--- src/rtl/dac_pkg.sv ---
// Shared constants, sample/state types and the two's-complement to offset-binary
// conversion used by the DAC transmit path.
package dac_pkg;

  localparam int DW = 10;
  localparam logic [DW-1:0] IDLE_CODE = 10'd512;

  typedef logic [DW-1:0] dac_sample_t;

  typedef enum logic [1:0] {
    IDLE  = 2'd0,
    SLOT1 = 2'd1,
    SLOT2 = 2'd2
  } dac_tx_state_t;

  // Flipping the sign bit is the same as adding midscale modulo 2^DW.
  function automatic dac_sample_t to_offset_bin(input dac_sample_t s);
    return s ^ {1'b1, {(DW-1){1'b0}}};
  endfunction

endpackage

--- src/rtl/dac_tx_fifo.sv ---
// Per-channel sample FIFO; pointers carry one extra wrap bit to tell full from empty.
module dac_tx_fifo #(
  parameter int DW    = 10,
  parameter int DEPTH = 4
) (
  input  logic          clk,
  input  logic          rst,
  input  logic          push,
  input  logic [DW-1:0] din,
  input  logic          pop,
  output logic [DW-1:0] dout,
  output logic          full,
  output logic          empty
);

  localparam int AW = $clog2(DEPTH);

  logic [DW-1:0] mem_q [DEPTH];
  logic [AW:0]   wr_ptr_q, rd_ptr_q;

  always_ff @(posedge clk) begin
    if (rst) begin
      wr_ptr_q <= '0;
      rd_ptr_q <= '0;
    end else begin
      if (push && !full)  wr_ptr_q <= wr_ptr_q + (AW+1)'(1);
      if (pop  && !empty) rd_ptr_q <= rd_ptr_q + (AW+1)'(1);
    end
  end

  always_ff @(posedge clk) begin
    if (push && !full) mem_q[wr_ptr_q[AW-1:0]] <= din;
  end

  assign dout  = mem_q[rd_ptr_q[AW-1:0]];
  assign empty = (wr_ptr_q == rd_ptr_q);
  assign full  = (wr_ptr_q[AW] != rd_ptr_q[AW]) &&
                 (wr_ptr_q[AW-1:0] == rd_ptr_q[AW-1:0]);

endmodule

--- src/rtl/dac_tx_interleave.sv ---
// Dual-channel DAC transmitter: CH1 while dac_clk_out=1, CH2 while 0, at clk_54/2.
// Optional ramp test pattern when built with DAC_TX_TEST_PATTERN_EN.
//
//   state | meaning
//   IDLE  | pins parked at midscale, clock low, no pops
//   SLOT1 | frame pop decision; CH1 code (or idle) goes to the pins next cycle
//   SLOT2 | held CH2 code goes to the pins next cycle
module dac_tx_interleave #(
  parameter int              DW         = dac_pkg::DW,
  parameter int              FIFO_DEPTH = 4,
  parameter logic [DW-1:0]   IDLE_CODE  = dac_pkg::IDLE_CODE,
  parameter int              CNT_W      = 16
) (
  input  logic             clk_54,
  input  logic             rst,
  input  logic             en,
`ifdef DAC_TX_TEST_PATTERN_EN
  input  logic             test_mode,
`endif
  input  logic [DW-1:0]    ch1_data,
  input  logic             ch1_valid,
  output logic             ch1_ready,
  input  logic [DW-1:0]    ch2_data,
  input  logic             ch2_valid,
  output logic             ch2_ready,
  output logic             dac_clk_out,
  output logic [DW-1:0]    dac_data,
  output logic             underrun,
  output logic [CNT_W-1:0] underrun_cnt
);

  import dac_pkg::*;

  dac_tx_state_t    state_q, state_d;
  logic [DW-1:0]    ch1_dout, ch2_dout;
  logic [DW-1:0]    data_q, hold_q;
  logic             clk_q, und_q;
  logic [CNT_W-1:0] cnt_q;
  logic             ch1_full, ch1_empty, ch2_full, ch2_empty;
  logic             frame_ok, pop;

  assign ch1_ready = !ch1_full && !rst;
  assign ch2_ready = !ch2_full && !rst;
  assign frame_ok  = !ch1_empty && !ch2_empty;

`ifdef DAC_TX_TEST_PATTERN_EN
  logic [DW-1:0] ramp_q;

  always_ff @(posedge clk_54) begin
    if (rst || state_q == IDLE)               ramp_q <= '0;
    else if (state_q == SLOT1 && test_mode)   ramp_q <= ramp_q + DW'(1);
  end

  assign pop = (state_q == SLOT1) && frame_ok && !test_mode;
`else
  assign pop = (state_q == SLOT1) && frame_ok;
`endif

  dac_tx_fifo #(.DW(DW), .DEPTH(FIFO_DEPTH)) u_fifo_ch1 (
    .clk(clk_54), .rst(rst), .push(ch1_valid && ch1_ready), .din(ch1_data),
    .pop(pop), .dout(ch1_dout), .full(ch1_full), .empty(ch1_empty)
  );

  dac_tx_fifo #(.DW(DW), .DEPTH(FIFO_DEPTH)) u_fifo_ch2 (
    .clk(clk_54), .rst(rst), .push(ch2_valid && ch2_ready), .din(ch2_data),
    .pop(pop), .dout(ch2_dout), .full(ch2_full), .empty(ch2_empty)
  );

  // en is only sampled at frame boundaries, so a frame always completes its CH2 slot.
  always_comb begin
    state_d = state_q;
    case (state_q)
      IDLE:    if (en) state_d = SLOT1;
      SLOT1:   state_d = SLOT2;
      SLOT2:   state_d = en ? SLOT1 : IDLE;
      default: state_d = IDLE;
    endcase
  end

  always_ff @(posedge clk_54) begin
    if (rst) begin
      state_q <= IDLE;
      clk_q   <= 1'b0;
      data_q  <= IDLE_CODE;
      hold_q  <= IDLE_CODE;
      und_q   <= 1'b0;
      cnt_q   <= '0;
    end else begin
      state_q <= state_d;
      und_q   <= 1'b0;
      case (state_q)
        SLOT1: begin
          clk_q <= 1'b1;
`ifdef DAC_TX_TEST_PATTERN_EN
          if (test_mode) begin
            data_q <= ramp_q;
            hold_q <= ~ramp_q;
          end else
`endif
          if (frame_ok) begin
            data_q <= to_offset_bin(ch1_dout);
            hold_q <= to_offset_bin(ch2_dout);
          end else begin
            data_q <= IDLE_CODE;
            hold_q <= IDLE_CODE;
            und_q  <= 1'b1;
            if (cnt_q != '1) cnt_q <= cnt_q + CNT_W'(1);
          end
        end
        SLOT2: begin
          clk_q  <= 1'b0;
          data_q <= hold_q;
        end
        default: begin
          clk_q  <= 1'b0;
          data_q <= IDLE_CODE;
        end
      endcase
    end
  end

  assign dac_clk_out  = clk_q;
  assign dac_data     = data_q;
  assign underrun     = und_q;
  assign underrun_cnt = cnt_q;

endmodule

--- config.mk ---
export PLATFORM = sky130hd
export DESIGN_NAME = dac_tx_interleave
export DESIGN_NICKNAME = d
export VERILOG_FILES = /design/src/rtl/dac_pkg.sv /design/src/rtl/dac_tx_fifo.sv /design/src/rtl/dac_tx_interleave.sv
export SDC_FILE = /design/constraint.sdc
export NUM_CORES = 1
export LEC_CHECK = 0
export ABC_AREA = 1
export CORE_MARGIN = 10
export CORE_UTILIZATION = 55
export CTS_CLUSTER_DIAMETER = 100
export DETAILED_ROUTE_END_ITERATION = 7
export DONT_BUFFER_PORTS = 1
export PLACE_DENSITY = 0.7
export SLEW_MARGIN = 20
export SYNTH_ARGS = -nofsm -noshare
export SYNTH_HDL_FRONTEND = slang
export SYNTH_HIERARCHICAL = 1
export SYNTH_SLANG_ARGS = --single-unit
--- constraint.sdc ---
create_clock -name clk_54 -period 2.8 [get_ports clk_54]
set_input_delay 0.14 -clock clk_54 [delete_from_list [all_inputs] [get_ports clk_54]]
set_output_delay 0.14 -clock clk_54 [all_outputs]
set_load 0.03 [all_outputs]
==> results_tabular.tex, run 1 <==
\begin{tabular}{lr}
\hline
Metric & Value \\
\hline
\multicolumn{2}{l}{\textbf{Synth}} \\
\quad Number of synthesized flops with an enable pin & 80 \\
\quad Yosys warnings & 6 \\
\quad Ranking of synthesized cells by area & edfxtp\_1 (41\%), dfxtp\_1 (19\%), nand2\_1 (6.9\%) \\
\quad Post-synth design cell area & 0.005858 mm\^{}2 \\
\quad Dominant register cell in the synthesized netlist & edfxtp\_1 \\
\quad Share of the yosys chip area belonging to registers & 60.15\% \\
\quad Ys async rst share & 0\% \\
\quad Register bit count reported by yosys & 136 \\
\quad Post-synthesis cell count & 596 \\
\quad Synth cell types & 31 \\
\quad Library cell occupying the most area in the post-synthesis netlist & edfxtp\_1 \\
\quad Top cells by count, synth & nand2\_1 (107), nor2\_1 (97), edfxtp\_1 (80) \\
\quad Share of the synthesized area in the top cell type & 41.01\% \\
\quad Nets in the synthesized netlist & 636 \\
\quad Most common cell in the netlist & nand2\_1 \\
\quad Mean area per synthesized cell & 9.829 um\^{}2 \\
\multicolumn{2}{l}{\textbf{Cells and area}} \\
\quad Final non-filler cell total & 781 \\
\quad Ratio of cells with drive above 1 in the final layout & 12.25\% \\
\quad Synth-to-layout area growth & 16.49\% \\
\quad Post-layout net count & 672 \\
\quad Ant. Diodes & 0 \\
\quad Fill cell instance count of the final layout & 829 \\
\multicolumn{2}{l}{\textbf{Routing}} \\
\quad Via density & 5.342 \\
\quad Number of iterations in the first detailed-routing pass & 5 \\
\quad DRC violation total after the first TritonRoute iteration & 350 \\
\quad Wire length per cell after detailed routing & 15.50 um \\
\quad Metal2 WL & 5918 um \\
\quad Detailed route wirelength on metal3 & 783 um \\
\quad Final wirelength & 12100 um \\
\quad Remaining number of nets flagged by the antenna check after routing & 0 \\
\quad Routed vias & 4172 \\
\quad Top metal layer carrying routed signals & met4 \\
\quad Final routed DRC violation total & 0 \\
\quad Met1 Wirelength & 5287 um \\
\multicolumn{2}{l}{\textbf{Pwr}} \\
\quad Seq pwr share & 48.6\% \\
\quad Clock network power share & 45.1\% \\
\quad Cell area power density & 672.1 mW/mm\^{}2 \\
\quad Share of power burned in combinational logic & 6.4\% \\
\quad Power, Total & 0.004587 W \\
\quad Sw Pwr & 0.001055 W \\
\quad Cell leakage power & 2.504 nW \\
\quad Internal cell power & 0.003532 W \\
\quad Switch share & 23.00\% \\
\quad Max rail drop VDD & 0.5447 mV \\
\multicolumn{2}{l}{\textbf{Die}} \\
\quad Floorplan die width & 123.2 um \\
\quad Initial core utilization & 56.49\% \\
\quad Die extent in y & 123.2 um \\
\quad Full die area & 0.01518 mm\^{}2 \\
\quad Area inside the core boundary & 0.01037 mm\^{}2 \\
\quad Number of rows created at floorplan & 37 \\
\quad Top-level port count & 55 \\
\multicolumn{2}{l}{\textbf{Timing}} \\
\quad Worst rel slew slack & 46.58\% \\
\quad Final critical-path share of the clock period & 79.00\% \\
\quad Total Neg Setup Slack & 0 ns \\
\quad Period minus WS final & 2.212 ns \\
\quad RSZ-0062 raised after global routing & no \\
\quad Hold violation total from the final report & 0 \\
\quad Final setup violation count & 0 \\
\quad Worst hold slack after final layout & 0.02474 ns \\
\quad Timing-limited maximum frequency & 452.1 MHz \\
\quad Slew @ Worst Pin & 0.7987 ns \\
\quad Final clock skew & 0.008104 ns \\
\quad Final Max Slew Viols & 0 \\
\multicolumn{2}{l}{\textbf{Global routing}} \\
\quad Congestion Overflow GR & 0 \\
\quad GRT Total Usage & 16.70\% \\
\quad Via count of the first global-routing pass & 3993 \\
\quad First-pass GRT wire length & 19790 um \\
\quad Number of antenna violations at the first check in global routing & 0 \\
\quad Maximum number of pins on one net before global-route repair & 22 \\
\multicolumn{2}{l}{\textbf{CTS}} \\
\quad CTS root buf & clkbuf\_8 \\
\quad Clock transition time at the flip-flop clock pins of the worst setup and hold paths & 0.06 ns \\
\quad Number of buffers created by CTS & 17 \\
\quad Maximum buffer depth of the clock tree & 2 \\
\quad Clock tree from TritonCTS & built \\
\quad CTS Sinks & 136 \\
\quad Total number of H-tree levels & 4 \\
\quad Post-CTS Repair Setup Buffers & 0 \\
\quad Clock latency at the later pin of the worst-skew pair & 0.52 ns \\
\multicolumn{2}{l}{\textbf{Flow run}} \\
\quad Count of max-cap constraint violations & 0 \\
\multicolumn{2}{l}{\textbf{Placed design}} \\
\quad Port Buffers & 0 \\
\quad Cell count after placement & 727 \\
\quad Weighted congestion reported at the end of routability-driven placement & 0.7968 \\
\quad Estimated wirelength of the detail-placed design & 8134 um \\
\multicolumn{2}{l}{\textbf{Critical path}} \\
\quad Critical path class & reg2reg \\
\quad CP arrival & 2.62 ns \\
\quad Critical-path maximum fanout & 12 \\
\quad Startpoint kind of the worst setup timing path & register \\
\quad CP required & 3.21 ns \\
\quad Endpoint class of the critical path & register \\
\multicolumn{2}{l}{\textbf{Min path}} \\
\quad Class of the tightest hold or removal check & in2reg \\
\multicolumn{2}{l}{\textbf{Status}} \\
\quad Result of the run & finished clean \\
\hline
\end{tabular}
-- kinds of logic (layout without fill, tap and decap cells) --
group	count (synthesis)	count (layout)	synth area share, %
and+or+nand+nor	261	261	21.10
buffers and inverters	67	116	4.528
DFF	136	136	60.15
adders and majority gates	15	15	3.204
AOI/OAI and AO/OA	112	112	10.27
xor gates and xnor gates	5	5	0.7475
-- cell type report --
cell class	count	area, um^2	share of cell area (%)
Sequential cell	136	3523	51.63
Multi-Input combinational cell	393	2069	30.33
Clock buffer	22	464.2	6.802
Timing Repair Buffer	35	317.8	4.657
Inverter	49	183.9	2.695
Tap cell	136	170.2	2.494
Clock inverter	10	95.09	1.393
-- layout by cell type, fill, tap and decap left out, types with 13 or more instances in the layout --
| cell | instances |
|---|---|
| buf_4 | 13 |
| clkbuf_16 | 17 |
| edfxtp_1 | 80 |
| dfxtp_1 | 56 |
| o21ai_0 | 46 |
| dlygate4sd3_1 | 22 |
| nand2_1 | 107 |
| a21oi_1 | 43 |
| nor2_1 | 97 |
| nand3_1 | 20 |
| inv_1 | 46 |
| o22ai_1 | 20 |
| ha_1 | 15 |
-- what timing repair did --
item | 4_1_cts | 5_1_grt
endpoints found under the hold margin | 113 | 0
gates resized for setup | 0 | 0
hold buffers | 22 | 0
endpoints found under the setup margin | 0 | 0
-- sequential cells by signal, summed over array words and instances, names as in the netlist, named ones only --
register and flops:
u_fifo_ch1/rd_ptr_q 3, u_fifo_ch2/mem_q 40, u_fifo_ch2/rd_ptr_q 3, hold_q 10, u_fifo_ch2/wr_ptr_q 3, dac_data 10
state_q 2, u_fifo_ch1/mem_q 40, underrun_cnt 16, dac_clk_out 1, underrun 1, u_fifo_ch1/wr_ptr_q 3
-- critical path: stages, from the launching register on --
cell and delay (ns):
dfxtp_1 0.42, inv_1 0.11, nand2_1 0.09, nand2_2 0.09, nand3_4 0.10, inv_1 0.05
nor2_1 0.35, nand2_1 0.09, inv_1 0.26, buf_4 0.22, nand2_1 0.06, inv_1 0.06
nand3_1 0.08, nand2_1 0.07, nor2_1 0.05
-- power by group through the flow --
| stage | clock (W) | combinational (W) | sequential (W) |
|---|---|---|---|
| 6_report | 0.00207 | 0.000292 | 0.00223 |
| 5_1_grt | 0.00219 | 0.000328 | 0.00223 |
| 4_1_cts | 0.00210 | 0.000293 | 0.00223 |
| 3_5_place_dp | 0 | 0.000251 | 0.00227 |
| 3_3_place_gp | 0 | 0.000244 | 0.00227 |
| 2_1_floorplan | 0 | 0.000195 | 0.00226 |
-- metal layers --
metal  global-route usage (%)  up-vias
li1                         -     2076
met1                    20.51     1987
met2                    27.06       97
met3                    5.789       12
met4                    5.459        0
met5                        0        -
-- through the flow --
stage          util (%)  worst slack (ns)  instance area, um^2
6_report          65.81            0.5879                 6824
5_1_grt           65.81            0.3375                 6824
4_1_cts           65.81            0.5960                 6824
3_5_place_dp      58.29            0.6274                 6045
3_3_place_gp      58.29            0.7297                 6045
2_1_floorplan         -            0.5053                 5858
-- worst paths after layout --
kind | end | slack (ns) | startpoint | cells past startpoint
max | u_fifo_ch1/rd_ptr_q[2] | 0.59 | u_fifo_ch2/wr_ptr_q[0] | 14
min | u_fifo_ch2/wr_ptr_q[2] | 0.02 | rst | 4
max reg2reg | u_fifo_ch1/rd_ptr_q[2] | 0.59 | u_fifo_ch2/wr_ptr_q[0] | 14
min reg2reg | dac_data[4] | 0.46 | hold_q[4] | 2
Power figures use the tool's default switching activity.
==> inputs of run 2 (changes only) <==
==> constraint.sdc (replaced) <==
create_clock -name clk_54 -period 2.2 [get_ports clk_54]
set_input_delay 0.11 -clock clk_54 [delete_from_list [all_inputs] [get_ports clk_54]]
set_output_delay 0.11 -clock clk_54 [all_outputs]
set_load 0.03 [all_outputs]
==> results_tabular.tex, run 2 (synthesis results as in run 1) <==
\begin{tabular}{lr}
\hline
Metric & Value \\
\hline
\multicolumn{2}{l}{\textbf{Status}} \\
\quad Result of the run & finished clean \\
\multicolumn{2}{l}{\textbf{CTS}} \\
\quad CTS root buf & clkbuf\_8 \\
\quad Maximum buffer depth of the clock tree & 2 (unchanged) \\
\quad CTS Sinks & 136 (unchanged) \\
\quad Clock tree from TritonCTS & built \\
\quad Number of buffers created by CTS & 17 (unchanged) \\
\quad Post-CTS Repair Setup Buffers & 0 (unchanged) \\
\quad Total number of H-tree levels & 4 (unchanged) \\
\quad Clock transition time at the flip-flop clock pins of the worst setup and hold paths & 0.06 ns (about the same) \\
\quad Clock latency at the later pin of the worst-skew pair & 0.51 ns (about the same) \\
\multicolumn{2}{l}{\textbf{Die}} \\
\quad Floorplan die width & 123.2 um (unchanged) \\
\quad Number of rows created at floorplan & 37 (unchanged) \\
\quad Top-level port count & 55 (unchanged) \\
\quad Area inside the core boundary & 0.01037 mm\^{}2 (unchanged) \\
\quad Initial core utilization & 56.49\% (unchanged) \\
\quad Die extent in y & 123.2 um (unchanged) \\
\quad Full die area & 0.01518 mm\^{}2 (unchanged) \\
\multicolumn{2}{l}{\textbf{Placed design}} \\
\quad Worst setup slack after placement & 0.1084 ns (-0.5190 ns) \\
\quad Estimated wirelength of the detail-placed design & 8571 um (+5.4\%) \\
\quad Port Buffers & 0 (unchanged) \\
\quad Weighted congestion reported at the end of routability-driven placement & 0.8152 (+2.3\%) \\
\quad Placed inst area & 0.006157 mm\^{}2 (+1.9\%) \\
\multicolumn{2}{l}{\textbf{Timing}} \\
\quad Timing-limited maximum frequency & 499.7 MHz (+11\%) \\
\quad Slew @ Worst Pin & 0.7935 ns (-0.005164 ns) \\
\quad Total Neg Setup Slack & 0 ns (unchanged) \\
\quad Final clock skew & 0.007493 ns (-0.0006111 ns) \\
\quad Final critical-path share of the clock period & 90.96\% (+12 points) \\
\quad Hold violation total from the final report & 0 (unchanged) \\
\quad RSZ-0062 raised after global routing & no \\
\quad Period minus WS final & 2.001 ns (-0.2109 ns) \\
\quad Worst rel slew slack & 46.93\% (+0.35 points) \\
\quad Final Max Slew Viols & 0 (unchanged) \\
\quad Final setup violation count & 0 (unchanged) \\
\quad Fin worst setup slack & 0.1989 ns (-0.3891 ns) \\
\quad Worst hold slack after final layout & 0.09224 ns (+0.06749 ns) \\
\multicolumn{2}{l}{\textbf{Cells and area}} \\
\quad Fill cell instance count of the final layout & 799 (-3.6\%) \\
\quad Final std cell area, no fill & 0.006974 mm\^{}2 (+2.2\%) \\
\quad Post-layout net count & 686 (+2.1\%) \\
\quad Most common cell after layout, fill and taps aside & nand2\_1 \\
\quad Utilization of the core after routing & 67.25\% (+1.4 points) \\
\quad Ratio of cells with drive above 1 in the final layout & 13.96\% (+1.7 points) \\
\quad Top library cells by usage in the layout, fill and taps aside & nand2\_1 (107), nor2\_1 (96), edfxtp\_1 (80), dfxtp\_1 (56), o21ai\_0 (46) \\
\quad Synth-to-layout area growth & 19.05\% \\
\quad Ant. Diodes & 0 (unchanged) \\
\multicolumn{2}{l}{\textbf{Global routing}} \\
\quad Congestion Overflow GR & 0 (unchanged) \\
\quad Number of antenna violations at the first check in global routing & 0 (unchanged) \\
\quad Via count of the first global-routing pass & 4038 (+1.1\%) \\
\quad First-pass GRT wire length & 20200 um (+2.1\%) \\
\quad GRT Total Usage & 17.01\% (+0.31 points) \\
\quad Maximum number of pins on one net before global-route repair & 30 (+36\%) \\
\multicolumn{2}{l}{\textbf{Routing}} \\
\quad Number of iterations in the first detailed-routing pass & 5 (unchanged) \\
\quad Final wirelength & 12470 um (+3.1\%) \\
\quad Wire length per cell after detailed routing & 15.69 um (+1.3\%) \\
\quad Final routed DRC violation total & 0 (unchanged) \\
\quad DRC violation total after the first TritonRoute iteration & 373 (+6.6\%) \\
\quad Via density & 5.347 (about the same) \\
\quad Routed vias & 4251 (+1.9\%) \\
\quad Remaining number of nets flagged by the antenna check after routing & 0 (unchanged) \\
\multicolumn{2}{l}{\textbf{Critical path}} \\
\quad Startpoint kind of the worst setup timing path & register \\
\quad Critical path class & reg2reg \\
\quad CP arrival & 2.21 ns (-0.41 ns) \\
\quad Endpoint class of the critical path & register \\
\quad Crit path launch & u\_fifo\_ch1/wr\_ptr\_q[0] \\
\quad Critical-path maximum fanout & 10 (-2) \\
\quad Slack of the worst reg-to-reg path & 0.20 ns (-0.39 ns) \\
\quad CP required & 2.41 ns (-0.80 ns) \\
\quad Worst reg2reg startpoint & u\_fifo\_ch1/wr\_ptr\_q[0] \\
\multicolumn{2}{l}{\textbf{Flow run}} \\
\quad Count of max-cap constraint violations & 0 (unchanged) \\
\multicolumn{2}{l}{\textbf{Min path}} \\
\quad Min-Delay Startpoint & ch1\_valid \\
\quad Class of the tightest hold or removal check & in2reg \\
\multicolumn{2}{l}{\textbf{Pwr}} \\
\quad Cell area power density & 856.7 mW/mm\^{}2 (+27\%) \\
\quad Cell leakage power & 2.574 nW (+2.8\%) \\
\quad Max rail drop VDD & 0.6378 mV (+17\%) \\
\hline
\end{tabular}
## run 2: critical path, cell delays in order, from the launching register on
cell,delay (ns)
dfxtp_1,0.46
inv_2,0.09
nand2_2,0.10
nand2_4,0.07
nand3_4,0.11
inv_1,0.07
nor3b_1,0.17
buf_4,0.17
nand2_1,0.12
nor2_1,0.12
buf_4,0.22
## run 2: routing by layer
| layer | up-vias | track usage (%) | wire [um] |
|---|---|---|---|
| met4 | 0 | 6.477 | 174 |
| li1 | 2107 | - | - |
| met3 | 20 | 5.059 | 819 |
| met1 | 2011 | 20.64 | 5417 |
| met5 | - | 0 | 0 |
| met2 | 113 | 28.03 | 6063 |
## run 2: where the power goes
part	leakage [nW]	internal [W]	switching, W
Sequential	1.18	0.00276	0.0000492
Clock	0.274	0.00173	0.00102
Combinational	1.12	0.000147	0.000267
Total	2.57	0.00464	0.00134
## run 2: repair_timing
item,4_1_cts,5_1_grt
gates resized for setup,0,2
endpoints found under the hold margin,126,0
hold buffers,23,0
setup endpoints to repair,0,20
## run 2: area by class of cell
| cell class | count | area, um^2 | area share [%] |
|---|---|---|---|
| Sequential cell | 136 | 3523 | 50.52 |
| Timing Repair Buffer | 49 | 437.9 | 6.279 |
| Inverter | 49 | 187.7 | 2.691 |
| Clock inverter | 11 | 148.9 | 2.135 |
| Clock buffer | 21 | 429.2 | 6.154 |
| Multi-Input combinational cell | 393 | 2077 | 29.78 |
| Tap cell | 136 | 170.2 | 2.440 |
## run 2: through the flow
step | std cells | total power (W)
3_3_place_gp | 740 | 0.003206
3_5_place_dp | 740 | 0.003222
6_report | 795 | 0.005975
4_1_cts | 795 | 0.006015
2_1_floorplan | 596 | 0.003125
5_1_grt | 795 | 0.006186
## run 2: worst paths after layout
kind                                  to  cells past startpoint
hold / removal    u_fifo_ch1/wr_ptr_q[0]                      4
hold reg to reg                hold_q[5]                      2
setup reg to reg  u_fifo_ch1/mem_q[1][7]                     10
setup / recovery  u_fifo_ch1/mem_q[1][7]                     10
